`config.mk`:
```
export PLATFORM = sky130hd
export DESIGN_NAME = dff_delay_line
export DESIGN_NICKNAME = d
export VERILOG_FILES = /design/src/rtl/dff_pkg.sv /design/src/rtl/dff_stage.sv /design/src/rtl/dff_delay_line.sv
export SDC_FILE = /design/constraint.sdc
export NUM_CORES = 1
export LEC_CHECK = 0
export ABC_AREA = 1
export CAP_MARGIN = 20
export CORE_MARGIN = 2
export CORE_UTILIZATION = 55
export DETAILED_ROUTE_END_ITERATION = 8
export DONT_BUFFER_PORTS = 1
export PLACE_DENSITY = 0.73
export SLEW_MARGIN = 20
export SYNTH_ARGS = -nofsm -noshare
export SYNTH_HDL_FRONTEND = slang
export SYNTH_HIERARCHICAL = 1
export SYNTH_SLANG_ARGS = --single-unit
```
`constraint.sdc`:
```
create_clock -name clk -period 1.65 [get_ports clk]
set_input_delay 0.33 -clock clk [delete_from_list [all_inputs] [get_ports clk]]
set_output_delay 0.33 -clock clk [all_outputs]
set_load 0.1 [all_outputs]
```
`src/rtl/dff_pkg.sv`:
```
// Shared limits and sizing helpers for the dff_delay_line pipeline.
package dff_pkg;

   localparam int unsigned WIDTH_MAX = 64;
   localparam int unsigned DEPTH_MAX = 32;

   // Bits needed to count 0..depth occupied stages.
   function automatic int unsigned fill_width(input int unsigned depth);
      return $clog2(depth + 1);
   endfunction

endpackage

```
`src/rtl/dff_stage.sv`:
```
// One pipeline stage: W data bits plus a valid bit, with hold on !en and a valid-only clear.
module dff_stage #(
   parameter int unsigned W = 8
) (
   input  logic         clk,
   input  logic         rst,
   input  logic         en_i,
   input  logic         clr_i,
   input  logic [W-1:0] data_i,
   input  logic         valid_i,
   output logic [W-1:0] data_o,
   output logic         valid_o
);

   logic [W-1:0] data_q, data_d;
   logic         valid_q, valid_d;

   // Clear drops only the valid bit; the data word is left in place.
   always_comb begin
      data_d  = data_q;
      valid_d = valid_q;
      if (clr_i) begin
         valid_d = 1'b0;
      end else if (en_i) begin
         data_d  = data_i;
         valid_d = valid_i;
      end
   end

   always_ff @(posedge clk or posedge rst) begin
      if (rst) begin
         data_q  <= '0;
         valid_q <= 1'b0;
      end else begin
         data_q  <= data_d;
         valid_q <= valid_d;
      end
   end

   assign data_o  = data_q;
   assign valid_o = valid_q;

endmodule

```
`src/rtl/dff_delay_line.sv`:
```
// Enabled, flushable DEPTH-stage delay line with valid tracking and occupancy count.
// Optional per-stage even parity is built when DFF_DELAY_LINE_PARITY_EN is defined.
module dff_delay_line
   import dff_pkg::*;
#(
   parameter int unsigned WIDTH = 8,
   parameter int unsigned DEPTH = 4
) (
   input  logic                          clk,
   input  logic                          rst,
   input  logic                          en,
   input  logic                          flush,
   input  logic [WIDTH-1:0]              d,
   input  logic                          d_valid,
`ifdef DFF_DELAY_LINE_PARITY_EN
   input  logic                          perr_inject,
   output logic                          q_perr,
`endif
   output logic [WIDTH-1:0]              q,
   output logic                          q_valid,
   output logic [fill_width(DEPTH)-1:0]  fill_count
);

   localparam int unsigned CW = fill_width(DEPTH);
`ifdef DFF_DELAY_LINE_PARITY_EN
   localparam int unsigned SW = WIDTH + 1;
`else
   localparam int unsigned SW = WIDTH;
`endif

   if (WIDTH < 1 || WIDTH > WIDTH_MAX) begin : g_bad_width
      $fatal(1, "dff_delay_line: WIDTH out of range 1..64");
   end
   if (DEPTH < 1 || DEPTH > DEPTH_MAX) begin : g_bad_depth
      $fatal(1, "dff_delay_line: DEPTH out of range 1..32");
   end

   // Index k is the input of stage k; index DEPTH is the output of the last stage.
   logic [DEPTH:0][SW-1:0] stage_data;
   logic [DEPTH:0]         stage_valid;

`ifdef DFF_DELAY_LINE_PARITY_EN
   assign stage_data[0] = {(^d) ^ perr_inject, d};
`else
   assign stage_data[0] = d;
`endif
   assign stage_valid[0] = d_valid;

   for (genvar k = 0; k < DEPTH; k++) begin : g_stage
      dff_stage #(
         .W (SW)
      ) u_stage (
         .clk     (clk),
         .rst     (rst),
         .en_i    (en),
         .clr_i   (flush),
         .data_i  (stage_data[k]),
         .valid_i (stage_valid[k]),
         .data_o  (stage_data[k+1]),
         .valid_o (stage_valid[k+1])
      );
   end

   logic [CW-1:0] fill_q, fill_d;

   // Occupancy moves in lockstep with the valid bits: +1 entering, -1 leaving.
   always_comb begin
      fill_d = fill_q;
      if (flush) begin
         fill_d = '0;
      end else if (en) begin
         fill_d = fill_q + CW'(d_valid) - CW'(stage_valid[DEPTH]);
      end
   end

   always_ff @(posedge clk or posedge rst) begin
      if (rst) begin
         fill_q <= '0;
      end else begin
         fill_q <= fill_d;
      end
   end

   assign q          = stage_data[DEPTH][WIDTH-1:0];
   assign q_valid    = stage_valid[DEPTH];
   assign fill_count = fill_q;

`ifdef DFF_DELAY_LINE_PARITY_EN
   assign q_perr = q_valid & ((^q) ^ stage_data[DEPTH][WIDTH]);
`endif

endmodule

```
==> results of run 1 <==
[worst max path at each step]
stage / start / endpoint / cells after the start
after floorplan: fill_count[0] / fill_count[2] / 10
after global placement: fill_count[0] / fill_count[2] / 10
after detailed placement: fill_count[0] / fill_count[2] / 10
after CTS: fill_count[0] / fill_count[1] / 7
after global routing: fill_count[0] / fill_count[2] / 10
final: fill_count[0] / fill_count[1] / 7
[logic make-up after synthesis]
logic type / after synthesis / synth area share
adder cells (fa/ha/maj): 3 / 0.0270
AND/OR/NAND/NOR: 127 / 0.324
flip-flops: 39 / 0.584
AO/OA/AOI/OAI: 2 / 0.00674
buffers and inverters: 22 / 0.0584
[stage by stage]
stage               worst slack (ns)  power [mW]  std cells  hold WS, ns  area (um^2)
finish                      -0.00498        2.42        242        0.123         1930
global placement              0.0486        1.76        232       0.0940         1800
CTS                          0.00559        2.43        241        0.107         1900
detailed placement         -0.000923        1.78        232        0.103         1800
floorplan                     -0.130        1.67        193       0.0837         1700
global route                 -0.0694        2.54        242        0.100         1930
[what timing repair did]
item	4_1_cts	5_1_grt
pin swaps	0	2
hold buffers	1	0
setup buffers	0	1
hold endpoints to repair	39	0
cloned	0	0
gates resized for setup	2	5
endpoints found under the setup margin	1	2
[synth_stat cells]
cell type  count  area, um^2
inv_2          4        15.0
nand3_1       39         195
nor2_2         1        6.26
o22ai_1        1        6.26
nand2_1       78         293
buf_4          4        30.0
ha_1           2        25.0
dfrtp_1       39         976
nor2_1         4        15.0
inv_1         14        52.6
o21ai_0        1        5.00
fa_1           1        20.0
nand2_2        5        31.3
[power breakdown]
part / leakage, nW / switching [mW] / internal (mW)
registers: 0.503 / 0.0679 / 1.09
logic: 0.513 / 0.470 / 0.139
clock network: 0.0482 / 0.289 / 0.358
[placed cells by master (no fill, tap or decap)]
master         instances
nand2_1               77
nand3_1               37
dfrtp_1               37
buf_4                 13
inv_1                 10
inv_2                  7
nand2_2                6
clkbuf_4               5
nor2_1                 4
nand3_2                2
ha_4                   2
dfrtp_4                2
inv_4                  1
nor2_2                 1
o21ai_0                1
o22ai_2                1
fa_2                   1
bufinv_16              1
clkinv_2               1
clkbuf_8               1
dlygate4sd3_1          1
[per-layer routing]
layer  global-route usage  wire (um)  share of wire  vias up
met5                    0          0              0        -
met4               0.0779         17         0.0062        0
met3               0.0764        138          0.050        2
met2                0.311       1360           0.50       29
met1                0.248       1220           0.45      573
li1                     -          -              -      639
[state kept, by name, indices dropped and copies added, names as in the netlist]
signal,count
g_stage.u_stage/data_o,32
g_stage.u_stage/valid_o,4
fill_count,3
[area by class of cell]
class | instances | area, um^2 | area share
Sequential cell | 39 | 983 | 0.510
Multi-Input combinational cell | 132 | 643 | 0.333
Timing Repair Buffer | 14 | 108 | 0.0558
Inverter | 18 | 70.1 | 0.0363
Clock buffer | 6 | 51.3 | 0.0266
Tap cell | 31 | 38.8 | 0.0201
Clock inverter | 2 | 35.0 | 0.0182
==> out/metrics.cfg, run 1 <==
[global_route]
antenna_found_initial=0
grt_pass1_vias=1200
grt_first_pass_wirelength_mm=5.10
track_usage=0.198
grt-ovfl-total=0
grt_max_degree=46

[job]
cap_violations=0

[worst_setup_path]
cp-end-kind=flop
path_cells=inv_4, ha_4, inv_2, ha_4, inv_2, fa_2, o22ai_2
reg2reg_depth=7
crit_fanout=2
reg2reg_slack_ns=-0.005
cp.arrival_ns=1.89
cp-start-kind=flop
regToRegEndpoint=fill_count[1]
r2r-start=fill_count[0]
critPathRequiredTime_ns=1.89
crit_path_top_delay_cell=fa_2
crit_type=reg -> reg
cpPeakStageDelay_ns=0.54
path_buf_inv=3
crit_family=adder cells

[sta]
rsz0062_at_grt=yes
tns_ns=-0.00498
layout_setup_ws_ns=-0.00498
fmax_mhz=604
drv_slew=0
fin_worst_skew_ns=0.00677
layout_min_cycle_time_ns=1.65
tightest_slew_ns=0.321
slew_headroom=0.785
finalHoldViolCount=0
timing.final.crit_share=1.00
setup_violations=1

[min_path]
holdPathEnd=g_stage[0].u_stage/data_o[1]
hp-class=in -> reg
worstHoldStart=d[1]
whs_path_depth=2

[yosys]
ys_seq_area_frac=0.584
synth_cell_types=13
syn_area_um2=1670
synth_seq_cells=39
syn_inst=193
yosys_warnings=6
syn_area_per_cell_um2=8.65
synth_nets=209

[finish]
diodes=0
syn2layout_area_growth_pct=15.5
fin_util=0.682
layout-drive-gt1-share=0.209
fillCellCount=234
nets=226

[outcome]
violations=negative setup slack
outcome=complete, but fails checks

[detailed_routing]
finalWirelength_mm=2.74
routed_via_density=5.14
avgRoutedWirePerCell_um=11.3
dr.pass1.iters=4
drt_iter0_markers=55
drtAntennaViolNets=0
route.detailed.drc=0
vias=1243

[floorplanning]
ios=25
dieArea_um2=3490
coreArea_um2=2830
rows=19
fp.dieW_um=59.1
fp.dieH_um=59.1
start_util=0.590

[clock_network]
cts_tree=built
cts_root_buf=clkbuf_4
path_clk_slew_ns=0.11
cts_buffer_depth=2
cts_buffers=5
clock_sinks=39
insertion_delay_ns=0.34
cts-htree-levels=2

[placement]
dp_hpwl_mm=2.00
io_buffers=0
globalplace.congestion=0.794

[power]
power_density_nw_per_um2=1250
power_leakage_nw=1.06
vdd_drop_max_v=0.000647

No activity file was read; power rests on OpenSTA's default activity.
==> run 2: changes to the inputs <==
--- a/config.mk
+++ b/config.mk
@@ -8,10 +8,9 @@
 export ABC_AREA = 1
 export CAP_MARGIN = 20
 export CORE_MARGIN = 2
-export CORE_UTILIZATION = 55
+export CORE_UTILIZATION = 31
 export DETAILED_ROUTE_END_ITERATION = 8
 export DONT_BUFFER_PORTS = 1
-export PLACE_DENSITY = 0.73
 export SLEW_MARGIN = 20
 export SYNTH_ARGS = -nofsm -noshare
 export SYNTH_HDL_FRONTEND = slang
==> out/metrics.cfg, run 2 (synthesized netlist as in run 1, its figures left out) <==
[clock_network]
path_clk_slew_ns=0.07
cts-htree-levels=2
cts_root_buf=clkbuf_8
cts_buffer_depth=2
insertion_delay_ns=0.28
cts_tree=built
cts_buffers=5
clock_sinks=39
post_cts_buffers=0

[global_route]
grt_use_met2=0.181
grt-ovfl-total=0
grt_first_pass_wirelength_mm=5.64
antenna_found_initial=0
track_usage=0.117
use_met3=0.0419
top_usage_layer=met2
grt_pass1_vias=1226
grt_max_degree=46
grt.met1_usage=0.155

[worst_setup_path]
cp-end-kind=flop
path_cells=inv_4, ha_4, inv_2, ha_4, inv_2, fa_2, o22ai_1
crit_path_top_delay_cell=fa_2
crit_fanout=2
reg2reg_slack_ns=0.02
r2r-start=fill_count[0]
cp.arrival_ns=1.80
regToRegEndpoint=fill_count[1]
reg2reg_depth=7
cpPeakStageDelay_ns=0.51
critPathRequiredTime_ns=1.82
cp-start-kind=flop
crit_type=reg -> reg

[sta]
tns_ns=0
fmax_mhz=613
hold_ws_ns=0.185
tightest_slew_ns=0.347
rsz0062_at_grt=yes
timing.final.crit_share=0.989
finalHoldViolCount=0
drv_slew=0
layout_min_cycle_time_ns=1.63
fin_worst_skew_ns=0.000654
setup_violations=0
slew_headroom=0.768

[floorplanning]
dieArea_um2=5990
fp.dieH_um=77.4
rows=26
coreArea_um2=5140
fp.dieW_um=77.4
start_util=0.325
ios=25

[placement]
dp_hpwl_mm=2.21
place_area_um2=1850
io_buffers=0
globalplace.congestion=0.780
place_inst=271

[finish]
multi_input_area_um2=632
fin_area_um2=1970
fillCellCount=559
diodes=0
final_common_cell=nand2_1
largest_reg_flops=32
layout-drive-gt1-share=0.190
mostFrequentLayoutCells=nand2_1 (77), nand3_1 (38), dfrtp_1 (37)
layout.cells.non_filler=280
syn2layout_area_growth_pct=18.1
register_area_um2=983
nets=225

[detailed_routing]
avgRoutedWirePerCell_um=11.1
drtAntennaViolNets=0
route.detailed.drc=0
dr.pass1.iters=4
drt_iter0_markers=64
routed_via_density=4.38
vias=1225
finalWirelength_mm=3.12

[min_path]
holdPathEnd=g_stage[0].u_stage/data_o[1]
hp-class=in -> reg
whs_path_depth=2
worstHoldStart=d[1]

[job]
cap_violations=0

[power]
vdd_drop_max_v=0.000521
power_leakage_nw=1.06
power_density_nw_per_um2=1240
power_mw=2.46

[outcome]
outcome=finished, final reports clean

## run 2: critical path: cells and delay by family (launching register included)
family | cells | cell delay [ns]
buffers and inverters | 3 | 0.15
adder cells (fa/ha/maj) | 3 | 0.81
flip-flops | 1 | 0.49
AO/OA/AOI/OAI | 1 | 0.07
## run 2: how the worst max path moves through the flow
| stage | startpoint | to |
|---|---|---|
| after detailed placement | fill_count[0] | fill_count[2] |
| after global placement | fill_count[0] | fill_count[2] |
| after floorplan | fill_count[0] | fill_count[2] |
| final | fill_count[0] | fill_count[1] |
| after global routing | fill_count[0] | fill_count[1] |
| after CTS | fill_count[0] | fill_count[2] |
## run 2: where the power goes
group / switching [mW] / leakage (nW) / internal (mW) / total (mW)
Combinational: 0.468 / 0.508 / 0.135 / 0.604
Sequential: 0.0697 / 0.503 / 1.09 / 1.16
Clock: 0.309 / 0.0515 / 0.381 / 0.690
Total: 0.847 / 1.06 / 1.61 / 2.46
## run 2: layer usage
metal  share of wire  vias up
li1                -      635
met1            0.49      563
met2            0.45       25
met3           0.058        2
met4          0.0074        0
met5               0        -
## run 2: what timing repair did
action                                  CTS  global route
endpoints found under the setup margin    0             2
hold endpoints to repair                 39             0
gates resized for setup                   0             5
hold buffers                              1             0
## run 2: per-stage QoR
| stage | util | setup slack, ns |
|---|---|---|
| after CTS | 0.381 | 0.00815 |
| after global placement | 0.360 | 0.0421 |
| after detailed placement | 0.360 | 0.0172 |
| after global routing | 0.384 | -0.0291 |
| final | 0.384 | 0.0175 |
| after floorplan | - | -0.130 |
## run 2: final cells by class
class,count,share of cell area
flip-flops and latches,39,0.498
multi-input cells,132,0.320
clock buffers,8,0.0507
repair buffers,13,0.0507
well taps,70,0.0444
inverters,18,0.0355
==> run 3: changes to the inputs <==
--- a/config.mk
+++ b/config.mk
@@ -7,10 +7,12 @@
 export LEC_CHECK = 0
 export ABC_AREA = 1
 export CAP_MARGIN = 20
+export CORE_ASPECT_RATIO = 1.25
 export CORE_MARGIN = 2
 export CORE_UTILIZATION = 31
 export DETAILED_ROUTE_END_ITERATION = 8
 export DONT_BUFFER_PORTS = 1
+export PLACE_DENSITY = 0.57
 export SLEW_MARGIN = 20
 export SYNTH_ARGS = -nofsm -noshare
 export SYNTH_HDL_FRONTEND = slang
==> out/metrics.cfg, run 3 (synthesized netlist as in run 1, its figures left out) <==
[sta]
fmax_mhz=614
timing.final.crit_share=0.987
layout_min_cycle_time_ns=1.63
finalHoldViolCount=0
drv_slew=0
layout_setup_ws_ns=0.0215
slew_headroom=0.775
hold_ws_ns=0.182
tightest_slew_ns=0.337
fin_worst_skew_ns=0.00259
rsz0062_at_grt=yes
setup_violations=0

[finish]
nets=226
register_area_um2=983
syn2layout_area_growth_pct=16.6
mostFrequentLayoutCells=nand2_1 (78), nand3_1 (39), dfrtp_1 (37)
largest_reg_flops=32
layout-drive-gt1-share=0.185
diodes=0
multi_input_area_um2=624
fillCellCount=544
final_common_cell=nand2_1

[global_route]
grt_use_met2=0.193
grt-ovfl-total=0
antenna_found_initial=0
top_usage_layer=met2
track_usage=0.115
grt.met1_usage=0.135
use_met3=0.0376
grt_pass1_vias=1207
grt_first_pass_wirelength_mm=5.50
grt_max_degree=46

[floorplanning]
rows=29
fp.dieH_um=86.1
start_util=0.324
ios=25
dieArea_um2=6000
fp.dieW_um=69.7
coreArea_um2=5150

[min_path]
hp-class=in -> reg
holdPathEnd=g_stage[0].u_stage/data_o[5]
worstHoldStart=d[5]
whs_path_depth=2

[worst_setup_path]
cp-start-kind=flop
reg2reg_slack_ns=0.02
regToRegEndpoint=fill_count[1]
cp-end-kind=flop
critPathRequiredTime_ns=1.82
crit_fanout=2
crit_type=reg -> reg
cp.arrival_ns=1.80
reg2reg_depth=7
r2r-start=fill_count[0]

[power]
power_leakage_nw=1.06
vdd_drop_max_v=0.000539
power_density_nw_per_um2=1220
seqPwrFrac=0.489
swShare=0.358
power_switching_mw=0.849
p_comb_frac=0.255
p_int_mw=1.52
clockPowerShare=0.257

[clock_network]
clock_sinks=39
cts-htree-levels=2
path_clk_slew_ns=0.07
cts_tree=built
cts_buffer_depth=2
cts_buffers=5
cts_root_buf=clkbuf_8
insertion_delay_ns=0.28

[detailed_routing]
finalWirelength_mm=2.98
vias=1216
drtAntennaViolNets=0
routed_via_density=4.45
avgRoutedWirePerCell_um=10.9
dr.pass1.iters=4
route.detailed.drc=0
drt_iter0_markers=34

[outcome]
outcome=finished, final reports clean

[placement]
preCtsSetupSlack_ns=0.0154
io_buffers=0
globalplace.congestion=0.795
dp_hpwl_mm=2.18

[job]
cap_violations=0

==> run 3: cell count changes in the layout (fill, tap and decap cells not counted) <==
cell        previous run  this run
buf_4                 12        13
clkbuf_8               7         5
clkinv_2               0         1
clkinvlp_4             0         1
nand2_1               77        78
nand2_2                6         5
nand3_1               38        39
nand3_2                1         0
==> run 3: area by class of cell <==
| class | count | area share |
|---|---|---|
| Sequential cell | 39 | 0.505 |
| Tap cell | 62 | 0.0398 |
| Timing Repair Buffer | 14 | 0.0552 |
| Clock inverter | 2 | 0.00642 |
| Inverter | 18 | 0.0360 |
| Multi-Input combinational cell | 132 | 0.320 |
| Clock buffer | 6 | 0.0373 |
==> run 3: critical path, cell delays in order, from the launching register on <==
cell     delay (ns)
dfrtp_4        0.49
inv_4          0.07
ha_4           0.19
inv_2          0.06
ha_4           0.12
inv_2          0.03
fa_2           0.50
o22ai_1        0.07
==> run 3: power groups by stage <==
stage / combinational (mW) / clock (mW) / sequential (mW)
2_1_floorplan: 0.189 / 0 / 1.48
3_3_place_gp: 0.597 / 0 / 1.17
3_5_place_dp: 0.603 / 0 / 1.18
4_1_cts: 0.608 / 0.636 / 1.16
5_1_grt: 0.660 / 0.685 / 1.18
6_report: 0.604 / 0.609 / 1.16
==> run 3: worst max path at each step <==
stage                       start       endpoint  slack, ns  cells after the start
floorplan           fill_count[0]  fill_count[2]      -0.13                     10
global placement    fill_count[0]  fill_count[2]       0.05                     10
detailed placement  fill_count[0]  fill_count[2]       0.02                     10
CTS                 fill_count[0]  fill_count[2]      0.004                     10
global route        fill_count[0]  fill_count[2]      -0.03                     10
finish              fill_count[0]  fill_count[1]       0.02                      7
==> run 3: through the flow <==
stage | setup TNS [ns] | instance area [um^2] | std cells | total power, mW | utilization
after detailed placement | 0 | 1840 | 263 | 1.78 | 0.357
after global routing | -0.0491 | 1950 | 273 | 2.52 | 0.378
after global placement | 0 | 1840 | 263 | 1.77 | 0.357
final | 0 | 1950 | 273 | 2.37 | 0.378
after CTS | 0 | 1940 | 272 | 2.40 | 0.376
after floorplan | -0.237 | 1700 | 193 | 1.67 | -
==> run 3: repair_timing <==
| item | CTS | global route |
|---|---|---|
| endpoints found under the setup margin | 1 | 1 |
| buffers inserted | 0 | 1 |
| hold endpoints to repair | 39 | 0 |
| hold buffers | 1 | 0 |
| resized for setup | 1 | 2 |
==> run 3: metal layers <==
layer  part of all wire  up-vias  wire length [um]
li1                   -      639                 -
met1               0.46      550              1370
met2               0.48       25              1440
met3              0.045        2               134
met4              0.011        0                34
met5                  0        -                 0
